--- config.mk ---
export PLATFORM = sky130hd
export DESIGN_NAME = slave_control
export DESIGN_NICKNAME = d
export VERILOG_FILES = /design/src/rtl/slave_control.sv
export SDC_FILE = /design/constraint.sdc
export NUM_CORES = 1
export LEC_CHECK = 0
export ABC_AREA = 0
export BUFFER_PORTS_ARGS = -buffer_cell sky130_fd_sc_hd__buf_2
export CAP_MARGIN = 20
export CELL_PAD_IN_SITES_DETAIL_PLACEMENT = 1
export CELL_PAD_IN_SITES_GLOBAL_PLACEMENT = 1
export CORE_UTILIZATION = 25
export DETAILED_ROUTE_END_ITERATION = 8
export GPL_TIMING_DRIVEN = 0
export PLACE_DENSITY_LB_ADDON = 0.15
export SYNTH_ARGS = -nofsm -noshare
export SYNTH_HDL_FRONTEND = slang
export SYNTH_SLANG_ARGS = --single-unit
export TNS_END_PERCENT = 100
--- constraint.sdc ---
create_clock -name clk -period 3.15 [get_ports clk]
set_input_delay 0.4725 -clock clk [delete_from_list [all_inputs] [get_ports clk]]
set_output_delay 0.4725 -clock clk [all_outputs]
set_load 0.05 [all_outputs]
--- src/rtl/slave_control.sv ---
// Slave side of the two-wire request/ack chip-to-chip link: synchronizes the master's
// wires, acknowledges requests, captures the payload once valid is stable and lights a notice LED.
module slave_control #(
    parameter int unsigned DATA_W         = 3,
    parameter int unsigned SYNC_STAGES    = 2,
    parameter int unsigned NOTICE_CYCLES  = 100_000_000,
    parameter int unsigned TIMEOUT_CYCLES = 200_000_000
) (
    input  logic              clk,
    input  logic              rst_n,
    input  logic              request,
    input  logic              valid,
    input  logic [DATA_W-1:0] data_in,
    output logic              ack,
    output logic [DATA_W-1:0] data_out,
    output logic              data_strobe,
    output logic              notice,
    output logic              timeout_err
);

    localparam int unsigned NOTICE_W  = $clog2(NOTICE_CYCLES) + 1;
    localparam int unsigned TIMEOUT_W = $clog2(TIMEOUT_CYCLES) + 1;

    typedef enum logic [1:0] {
        StIdle    = 2'd0,
        StAck     = 2'd1,
        StRelease = 2'd2
    } state_t;

    logic [SYNC_STAGES-1:0]             r_req_sync;
    logic [SYNC_STAGES-1:0]             r_val_sync;
    logic [SYNC_STAGES-1:0][DATA_W-1:0] r_dat_sync;

    state_t                r_state;
    logic                  r_ack;
    logic [DATA_W-1:0]     r_data;
    logic                  r_strobe;
    logic                  r_timeout_err;
    logic                  r_val_seen;
    logic [TIMEOUT_W-1:0]  r_to_cnt;
    logic [NOTICE_W-1:0]   r_notice_cnt;

    logic                  w_req_s;
    logic                  w_val_s;
    logic [DATA_W-1:0]     w_dat_s;
    logic                  w_capture;
    logic                  w_timeout;

    always_ff @(posedge clk or negedge rst_n) begin
        if (!rst_n) begin
            r_req_sync <= '0;
            r_val_sync <= '0;
            r_dat_sync <= '0;
        end else begin
            r_req_sync <= {r_req_sync[SYNC_STAGES-2:0], request};
            r_val_sync <= {r_val_sync[SYNC_STAGES-2:0], valid};
            r_dat_sync <= {r_dat_sync[SYNC_STAGES-2:0], data_in};
        end
    end

    assign w_req_s = r_req_sync[SYNC_STAGES-1];
    assign w_val_s = r_val_sync[SYNC_STAGES-1];
    assign w_dat_s = r_dat_sync[SYNC_STAGES-1];

    // Valid must be seen on two consecutive cycles so inter-wire skew cannot corrupt the capture.
    assign w_capture = (r_state == StAck) && w_val_s && r_val_seen;
    assign w_timeout = (r_state == StAck) && !w_capture &&
                       (r_to_cnt == TIMEOUT_W'(TIMEOUT_CYCLES - 1));

    always_ff @(posedge clk or negedge rst_n) begin
        if (!rst_n) begin
            r_state       <= StIdle;
            r_ack         <= 1'b0;
            r_data        <= '0;
            r_strobe      <= 1'b0;
            r_timeout_err <= 1'b0;
            r_val_seen    <= 1'b0;
            r_to_cnt      <= '0;
        end else begin
            r_strobe <= 1'b0;
            case (r_state)
                StIdle: begin
                    r_to_cnt   <= '0;
                    r_val_seen <= 1'b0;
                    if (w_req_s) begin
                        r_state <= StAck;
                        r_ack   <= 1'b1;
                    end
                end
                StAck: begin
                    if (w_capture) begin
                        r_data        <= w_dat_s;
                        r_strobe      <= 1'b1;
                        r_timeout_err <= 1'b0;
                        r_ack         <= 1'b0;
                        r_val_seen    <= 1'b0;
                        r_state       <= StRelease;
                    end else if (w_timeout) begin
                        r_timeout_err <= 1'b1;
                        r_ack         <= 1'b0;
                        r_val_seen    <= 1'b0;
                        r_state       <= StRelease;
                    end else begin
                        r_to_cnt   <= r_to_cnt + TIMEOUT_W'(1);
                        r_val_seen <= w_val_s;
                    end
                end
                StRelease: begin
                    r_val_seen <= 1'b0;
                    // Master holds valid until it sees ack low; wait for both wires to clear.
                    if (!w_req_s && !w_val_s) begin
                        r_state <= StIdle;
                    end
                end
                default: begin
                    r_state <= StIdle;
                    r_ack   <= 1'b0;
                end
            endcase
        end
    end

    always_ff @(posedge clk or negedge rst_n) begin
        if (!rst_n) begin
            r_notice_cnt <= '0;
        end else if (w_capture) begin
            r_notice_cnt <= NOTICE_W'(NOTICE_CYCLES);
        end else if (r_notice_cnt != '0) begin
            r_notice_cnt <= r_notice_cnt - NOTICE_W'(1);
        end
    end

    assign ack         = r_ack;
    assign data_out    = r_data;
    assign data_strobe = r_strobe;
    assign notice      = (r_notice_cnt != '0);
    assign timeout_err = r_timeout_err;

endmodule

# ---- Yosys cells after proc, flatten, opt, wreduce, memory -nomap -nowiden
# Cells that the tools add are included.
dict set report totals {
  out_inout_bits 7
  ff_bits 76
}
dict set report classes {
  n_reduce_logical 20
  bitwise 1
  n_addsub 2
  muxes 21
  eq_ne 8
}
# cell count
set ops {}
lappend ops {{29-bit two-way mux} 2}
lappend ops {{29-bit one-hot mux with 2 select lines} 1}
lappend ops {{28-bit two-way mux} 2}
lappend ops {{29-bit by 1-bit adder with 29-bit output (second input constant)} 1}
lappend ops {{29-bit by 28-bit equality test with 1-bit output (second input constant)} 1}
lappend ops {{28-bit nonzero test} 1}
lappend ops {{28-bit by 1-bit subtractor with 28-bit output (second input constant)} 1}
lappend ops {{1-bit two-way mux} 9}
lappend ops {{3-bit AND reduction} 3}
lappend ops {{2-bit two-way mux} 4}
lappend ops {{2-bit inequality test (second input constant)} 4}
lappend ops {{2-bit nonzero test} 4}
lappend ops {{2-bit one-hot mux with 3 select lines} 1}
lappend ops {{1-bit logical AND} 5}
lappend ops {{2-bit AND reduction} 2}
lappend ops {{1-bit logical NOT} 3}
lappend ops {{3-bit inequality test (second input constant)} 1}
lappend ops {{1-bit one-hot mux with 3 select lines} 1}
lappend ops {{2-bit by 1-bit equality test with 1-bit output (second input constant)} 1}
lappend ops {{2-bit equality test (second input constant)} 1}
lappend ops {{2-bit logical NOT} 1}
lappend ops {{1-bit one-hot mux with 2 select lines} 1}
lappend ops {{2-bit OR reduction} 1}
lappend ops {{1-bit inverter} 1}

# ---- Longest topological paths before layout
# Gate-level depths: netlist of the first run.
dict set report logic_depth {
  ltp_word 9
  depth_mapped 8
}

# ---- Worst setup path before layout of the first run
# OpenSTA, ideal clock, no wires.
dict set report synth_timing {
  path_type {register to output}
  startpoint {register r_notice_cnt[4]}
  endpoint {output notice}
  arrival_time_ns 2.245
  t_required_ns 2.677
  path_stages_with_launch 6
  path_slack_ns 0.432
  cell_sequence {dfrtp_1 -> or4_1 -> clkbuf_1 -> or4_1 -> clkbuf_1 -> or4_1}
}
dict set report synth_via {
  elab_chain_cells 1
}
# item line_no
set synth_rtl {}
lappend synth_rtl {{start, declared} 41} ;# logic [NOTICE_W-1:0] r_notice_cnt;
lappend synth_rtl {{start signal, assigned} 127} ;# r_notice_cnt <= NOTICE_W'(NOTICE_CYCLES);
lappend synth_rtl {{start signal, assigned} 129} ;# r_notice_cnt <= r_notice_cnt - NOTICE_W'(1);
lappend synth_rtl {{28-bit nonzero test} 136} ;# assign notice = (r_notice_cnt != '0);
lappend synth_rtl {{end, declared} 17} ;# output logic notice,
# No other way between the ends.

# ---- Worst setup path in the final report of the first run
# Ends and elaborated chain as after synthesis.

==> key figures, run 1 <==
Floorplan
  – Io pins: 14
  – # rows: 44
  – DIE WIDTH: 125 um
  – Initial Util: 0.258
  – Core Region: 14600 um2
  – Die H: 125 um
  – Die area: 15600 um2

Power
  – Gate power share: 0.286
  – Switching Share: 0.382
  – Total power: 3390 uW
  – Switching Power: 1290 uW
  – Cell Pwr Density: 766 nW/um2
  – Flop pwr share: 0.401
  – P_int: 2100 uW
  – Clock power frac: 0.312
  – Maximum VDD drop: 0.399 mV
  – P_leak: 0.00168 uW

GRT
  – Pin count of the biggest net entering global routing: 49
  – Vias in the first global route: 3306
  – Global-route wire length before repair: 17.7 mm
  – Total Routing Usage GR: 0.146
  – Aggregate global routing overflow: 0
  – Initial antenna violation count: 0

Place
  – Final HPWL DP: 7.13 mm
  – Instance area at placement: 4100 um2
  – I/O Buffers: 13
  – GPL Wtd Cong: 0.744

Logic synthesis
  – Ys async rst share: 1.00
  – Flop and latch count out of synthesis: 76
  – Mapped cell area: 3770 um2
  – Post-synth EDFFs: 0
  – Synth unique cells: 49
  – Register area share after synthesis: 0.504
  – Yosys top cell area share: 0.504
  – Main synth FF type: dfrtp_1
  – Syn avg cell area: 9.48 um2
  – Ranking of synthesized cells by area: dfrtp_1 (50%), nand2_1 (4.3%), a21oi_1 (3.4%)
  – Syn nets: 408
  – Syn. warnings: 0
  – Area leader, netlist: dfrtp_1
  – Gate Count Post-Synth: 398

Route
  – Routed WL: 10.2 mm
  – Initial DRC count: 123
  – Drt via density: 5.15
  – Drt pass-1 iters: 6
  – DRC violations left: 2
  – Routed len/inst: 16.7 um
  – Vias: 3152
  – Antenna-violating nets left: 0

Cells and area
  – Diode count: 0
  – Core Util, Final: 0.302
  – Share of cells above drive strength 1: 0.131
  – Fill count: 1696
  – Layout Nets: 433
  – Final instance area: 4430 um2
  – Synth-to-Final Area Change: 17.3%

Timing
  – Final Max Slew Viols: 0
  – RSZ-0062 raised after global routing: no
  – Setup violations, final: 0
  – Max Clock Skew: 0.00619 ns
  – Crit path time final: 3.06 ns
  – Period utilisation layout: 0.971
  – Worst-Margin Slew: 0.889 ns
  – FMAX: 327 MHz
  – Final Hold Viols: 0
  – Slew HR: 0.402
  – Final TNS setup: 0 ns

Worst setup path
  – Critical path startpoint category: flip-flop
  – Crit-path max cell delay: 0.58 ns
  – Reg-to-Reg End: r_to_cnt[11]
  – Critical Path AT: 2.59 ns
  – Crit path top cell by count: or4_1
  – R2R depth: 8
  – CP startpoint: r_notice_cnt[4]
  – CP cell instances: or4_4 -> or4_1 -> clkbuf_1 -> or4_1 -> buf_4
  – Crit Path Max Fanout: 6
  – Req. time, crit path: 2.68 ns
  – CP Buf/Inv Count: 2
  – R2r startpoint: r_to_cnt[0]
  – Element type at the critical path end: output port
  – Top Family by Delay on Critical Path: simple AND/OR/NAND/NOR gates
  – WS Path Type: reg -> out
  – Slowest cell on the critical path: or4_4
  – Reg2reg setup slack: 0.34 ns

Clock network
  – Clk pin slew, worst setup/hold paths: 0.06 ns
  – Clk_lat worst skew: 0.34 ns
  – CTS tree: yes
  – CTS Buffer Depth: 2
  – TritonCTS Sinks: 76
  – Clock buffer count from CTS: 9
  – CTS Root Cell: clkbuf_16
  – CTS H-tree depth: 3
  – Hold_buf cts: 0

Run
  – Max_cap viols: 0

Outcome
  – Failing checks: DRC
  – Outcome: finished with violations

Hold path
  – Worst Hold Class: in -> async
-- cell families (layout without fill, tap and decap cells) --
logic type                 after synthesis  count (layout)  share of synthesized area
AOI/OAI and AO/OA                       80              80                      0.129
DFF                                     76              76                      0.504
adders and majority gates                3               3                    0.00995
muxes                                    5               5                     0.0133
and+or+nand+nor                        195             195                      0.286
xor gates and xnor gates                14              14                     0.0325
buffers and inverters                   25              55                     0.0255
-- state kept, by name (all words and copies together) (netlist names) --
name and cells:
r_to_cnt 29, ack 1, r_val_seen 1, r_val_sync 2
r_state 2, data_out 3, w_dat_s 3, r_req_sync 2
data_strobe 1, timeout_err 1, r_dat_sync 3, r_notice_cnt 28
-- power by group through the flow --
stage	clock [uW]	sequential [uW]	combinational [uW]
floorplan	0	1400	597
finish	1060	1360	969
detailed placement	0	1370	983
global placement	0	1360	953
global route	1130	1400	1110
CTS	1100	1360	988
-- area by class of cell --
cell class	count	area, um2	share of cell area
Buffer	17	67.6	0.0153
Clock buffer	9	225	0.0509
Clock inverter	7	77.6	0.0175
Inverter	7	26.3	0.00594
Multi-Input combinational cell	297	1790	0.405
Sequential cell	76	1900	0.430
Tap cell	184	230	0.0520
Timing Repair Buffer	15	103	0.0232
-- placed cells by master (no fill, tap or decap), types with 6 or more instances in the layout --
cell type  Yosys  layout
nor4_1         8       6
clkbuf_1      15      13
buf_2          1      13
inv_1          7       7
a21oi_1       26      26
nand4_1       18      18
xor2_1        10      10
o31ai_1       10      10
nand2b_1       6       6
nor3_1         7       7
dfrtp_1       76      76
o21ai_0       21      21
or4_1         17      16
clkbuf_16      0       9
nand3_1       20      20
nand2_1       43      43
or3_1         19      19
nor2_1        31      31
-- routing by layer --
layer	vias to the layer above	global-route usage	wire length, um
met1	1597	0.199	5330
li1	1520	-	-
met3	13	0.0236	181
met2	22	0.228	4540
met5	-	0	0
met4	0	0.0624	192
-- cells in the mapped netlist, types with 2 or more instances --
cell and n:
ha_1 3, inv_1 7, and3_1 3, xnor2_1 4, nor2b_1 3, a21oi_1 26
a31oi_1 2, nand3_1 20, o211ai_1 2, or2_2 4, nand4_1 18, nor2_1 31
nand2b_1 6, a211oi_1 2, clkbuf_1 15, xor2_1 10, o21a_1 4, a31o_2 5
or3_1 19, o31ai_1 10, or3_2 2, nor4_1 8, o21ai_0 21, o21ai_1 2
nand3_2 2, and4_1 3, or4_1 17, mux2i_1 5, nor3_1 7, dfrtp_1 76
nand2_1 43
-- worst max path at each step --
stage,cells after the start,endpoint
final,5,notice
after global routing,5,notice
after CTS,5,notice
after detailed placement,8,r_to_cnt[7]
after global placement,8,r_to_cnt[15]
after floorplan,5,notice
-- metrics by stage --
stage,worst slack [ns],cells,hold slack [ns]
final,0.0915,612,0.0707
after global routing,0.00281,612,0.0974
after global placement,0.0136,595,0.333
after CTS,0.0463,612,0.0746
after detailed placement,-0.0436,597,0.341
after floorplan,0.432,398,0.177
-- repair_timing --
action / CTS / global route
pin swaps: 1 / 0
gates resized for setup: 4 / 3
hold endpoints to repair: 0 / 0
setup buffers: 0 / 0
cloned: 0 / 0
endpoints found under the setup margin: 7 / 9
Power figures use the tool's default switching activity.
==> inputs of run 2 (changes only) <==
Settings changed: CAP_MARGIN 20 to 10, CELL_PAD_IN_SITES_DETAIL_PLACEMENT 1 to 2, CELL_PAD_IN_SITES_GLOBAL_PLACEMENT 1 to 2.
==> run 2 against run 1 <==
  * The flow now finishes without violations
  * Register-to-register slack got worse by 0.02 ns
  * Final area grew 0.42%
  * Hold slack worse by 0.0084 ns
  * Routed wire length grew 6.9%
  * Die area did not move
  * Clock power rose by 6%
  * Critical path depth rose by 1
  * Highest routed layer unchanged
==> key figures, run 2 (synthesis results as in run 1) <==
Power
  – Switching Share: 0.373 (-0.00858)
  – Switching Power: 1290 uW (-0.20%)
  – P_leak: 0.00169 uW (+0.53%)
  – Maximum VDD drop: 0.313 mV (-21%)
  – Flop pwr share: 0.394 (-0.007)
  – Gate power share: 0.282 (-0.004)
  – Clock power frac: 0.323 (+0.011)
  – Cell Pwr Density: 779 nW/um2 (+1.7%)
  – P_int: 2170 uW (+3.5%)

Floorplan
  – Core Region: 14600 um2 (unchanged)
  – Die area: 15600 um2 (unchanged)
  – # rows: 44 (unchanged)
  – Die H: 125 um (unchanged)
  – Initial Util: 0.258 (unchanged)
  – Io pins: 14 (unchanged)
  – DIE WIDTH: 125 um (unchanged)

GRT
  – Initial antenna violation count: 0 (unchanged)
  – Global-route wire length before repair: 18.9 mm (+6.5%)
  – Aggregate global routing overflow: 0 (unchanged)
  – Pin count of the biggest net entering global routing: 50 (+2.0%)
  – Total Routing Usage GR: 0.154 (+0.00765)
  – Vias in the first global route: 3578 (+8.2%)

Outcome
  – Outcome: completed

Timing
  – Setup violations, final: 0 (unchanged)
  – Final Max Slew Viols: 0 (unchanged)
  – Period utilisation layout: 0.977 (+0.00612)
  – Worst-Margin Slew: 0.927 ns (+0.0381 ns)
  – RSZ-0062 raised after global routing: no
  – FMAX: 325 MHz (-0.63%)
  – Final TNS setup: 0 ns (unchanged)
  – Slew HR: 0.376 (-0.0256)
  – Max Clock Skew: 0.00798 ns (+0.00179 ns)
  – Hold_ws: 0.0623 ns (-0.00843 ns)
  – Crit path time final: 3.08 ns (+0.0193 ns)
  – Final Hold Viols: 0 (unchanged)

Clock network
  – TritonCTS Sinks: 76 (unchanged)
  – CTS tree: yes
  – Clk_lat worst skew: 0.34 ns (about the same)
  – CTS Root Cell: clkbuf_16
  – Setup Buffers After CTS: 0 (unchanged)
  – Clk pin slew, worst setup/hold paths: 0.06 ns (about the same)
  – Clock buffer count from CTS: 9 (unchanged)
  – CTS H-tree depth: 3 (unchanged)
  – CTS Buffer Depth: 2 (unchanged)

Worst setup path
  – R2R depth: 8 (unchanged)
  – CP Buf/Inv Count: 3 (+1)
  – Element type at the critical path end: output port
  – Req. time, crit path: 2.68 ns (about the same)
  – Slowest cell on the critical path: or4_1
  – Reg2reg setup slack: 0.32 ns (-0.02 ns)
  – Crit-path max cell delay: 0.51 ns (-0.07 ns)
  – Reg-to-Reg End: r_to_cnt[7]
  – Crit Path Max Fanout: 6 (unchanged)
  – Top Family by Delay on Critical Path: simple AND/OR/NAND/NOR gates
  – CP cell instances: or4_1 -> buf_2 -> or4_1 -> buf_2 -> or4_4 -> buf_6
  – Critical path startpoint category: flip-flop
  – R2r startpoint: r_to_cnt[0]
  – Critical Path AT: 2.61 ns (+0.02 ns)
  – WS Path Type: reg -> out

Route
  – Antenna-violating nets left: 0 (unchanged)
  – Vias: 3200 (+1.5%)
  – Routed WL: 11.0 mm (+6.9%)
  – Initial DRC count: 89 (-28%)
  – Drt pass-1 iters: 4 (-2)
  – Routed len/inst: 17.9 um (+6.7%)
  – DRC violations left: 0 (-2)
  – Drt via density: 5.22 (+1.4%)

Cells and area
  – Biggest regs: r_to_cnt x29, r_notice_cnt x28
  – Core Util, Final: 0.303 (+0.00128)
  – Final instance area: 4440 um2 (+0.42%)
  – Max FFs per register: 29 (unchanged)
  – Diode count: 0 (unchanged)
  – Synth-to-Final Area Change: 17.8%
  – Share of cells above drive strength 1: 0.131 (-0.000305)
  – Layout Nets: 434 (+0.23%)
  – Most common cell after layout, fill and taps aside: dfrtp_1
  – Largest Register: r_to_cnt
  – Most frequent cells in the layout: dfrtp_1 (76), nand2_1 (43), nor2_1 (31)

Hold path
  – Worst Hold Class: in -> async

Place
  – Final HPWL DP: 7.79 mm (+9.2%)
  – Instance area at placement: 4100 um2 (unchanged)
  – GPL Wtd Cong: 0.707 (-5.1%)
  – I/O Buffers: 13 (unchanged)

Run
  – Max_cap viols: 0 (unchanged)
run 2: changes by cell type in the layout (fill, tap and decap cells not counted):
cell	previous run	this run
clkinv_4	4	1
buf_2	13	15
buf_4	2	1
buf_6	0	1
bufinv_16	1	2
clkinvlp_4	1	2
nor4_1	6	7
nor4_2	2	1
run 2: how the worst max path moves through the flow:
stage	startpoint	end	slack [ns]	cells after the start
2_1_floorplan	r_notice_cnt[4]	notice	0.43	5
3_3_place_gp	r_to_cnt[0]	r_to_cnt[15]	-0.04	8
3_5_place_dp	r_to_cnt[0]	r_to_cnt[7]	-0.12	8
4_1_cts	r_notice_cnt[4]	notice	0.003	6
5_1_grt	r_notice_cnt[22]	notice	0.007	4
6_report	r_notice_cnt[4]	notice	0.07	6
run 2: cell type report:
class	instances	area, um2
tap	184	230
sequential	76	1900
clock buffer	10	229
clock inverter	6	88.8
timing repair buffer	15	106
inverter	7	26.3
buffer	18	73.8
fill	1675	10200
multi-input combinational	297	1790
run 2: through the flow:
step	total power, uW	instances	setup slack [ns]
floorplan	2000	398	0.432
global placement	2320	595	-0.0415
detailed placement	2370	597	-0.122
CTS	3530	613	0.00343
global route	3700	613	0.00689
finish	3460	613	0.0722
run 2: metal layers:
layer,vias to the layer above,routed length (um),global-route usage
met3,9,228,0.0206
met4,0,131,0.0516
met1,1654,5560,0.208
met5,-,0,0
met2,22,5040,0.252
li1,1515,-,-
run 2: what timing repair did:
| action | 4_1_cts | 5_1_grt |
|---|---|---|
| pin swaps | 1 | 0 |
| setup endpoints to repair | 9 | 11 |
| resized for setup | 6 | 5 |
| hold buffers | 0 | 0 |
run 2: power groups by stage:
stage	sequential (uW)	combinational [uW]	clock [uW]
2_1_floorplan	1400	597	0
3_3_place_gp	1360	959	0
3_5_place_dp	1380	993	0
4_1_cts	1370	1010	1160
5_1_grt	1400	1110	1190
6_report	1360	977	1120
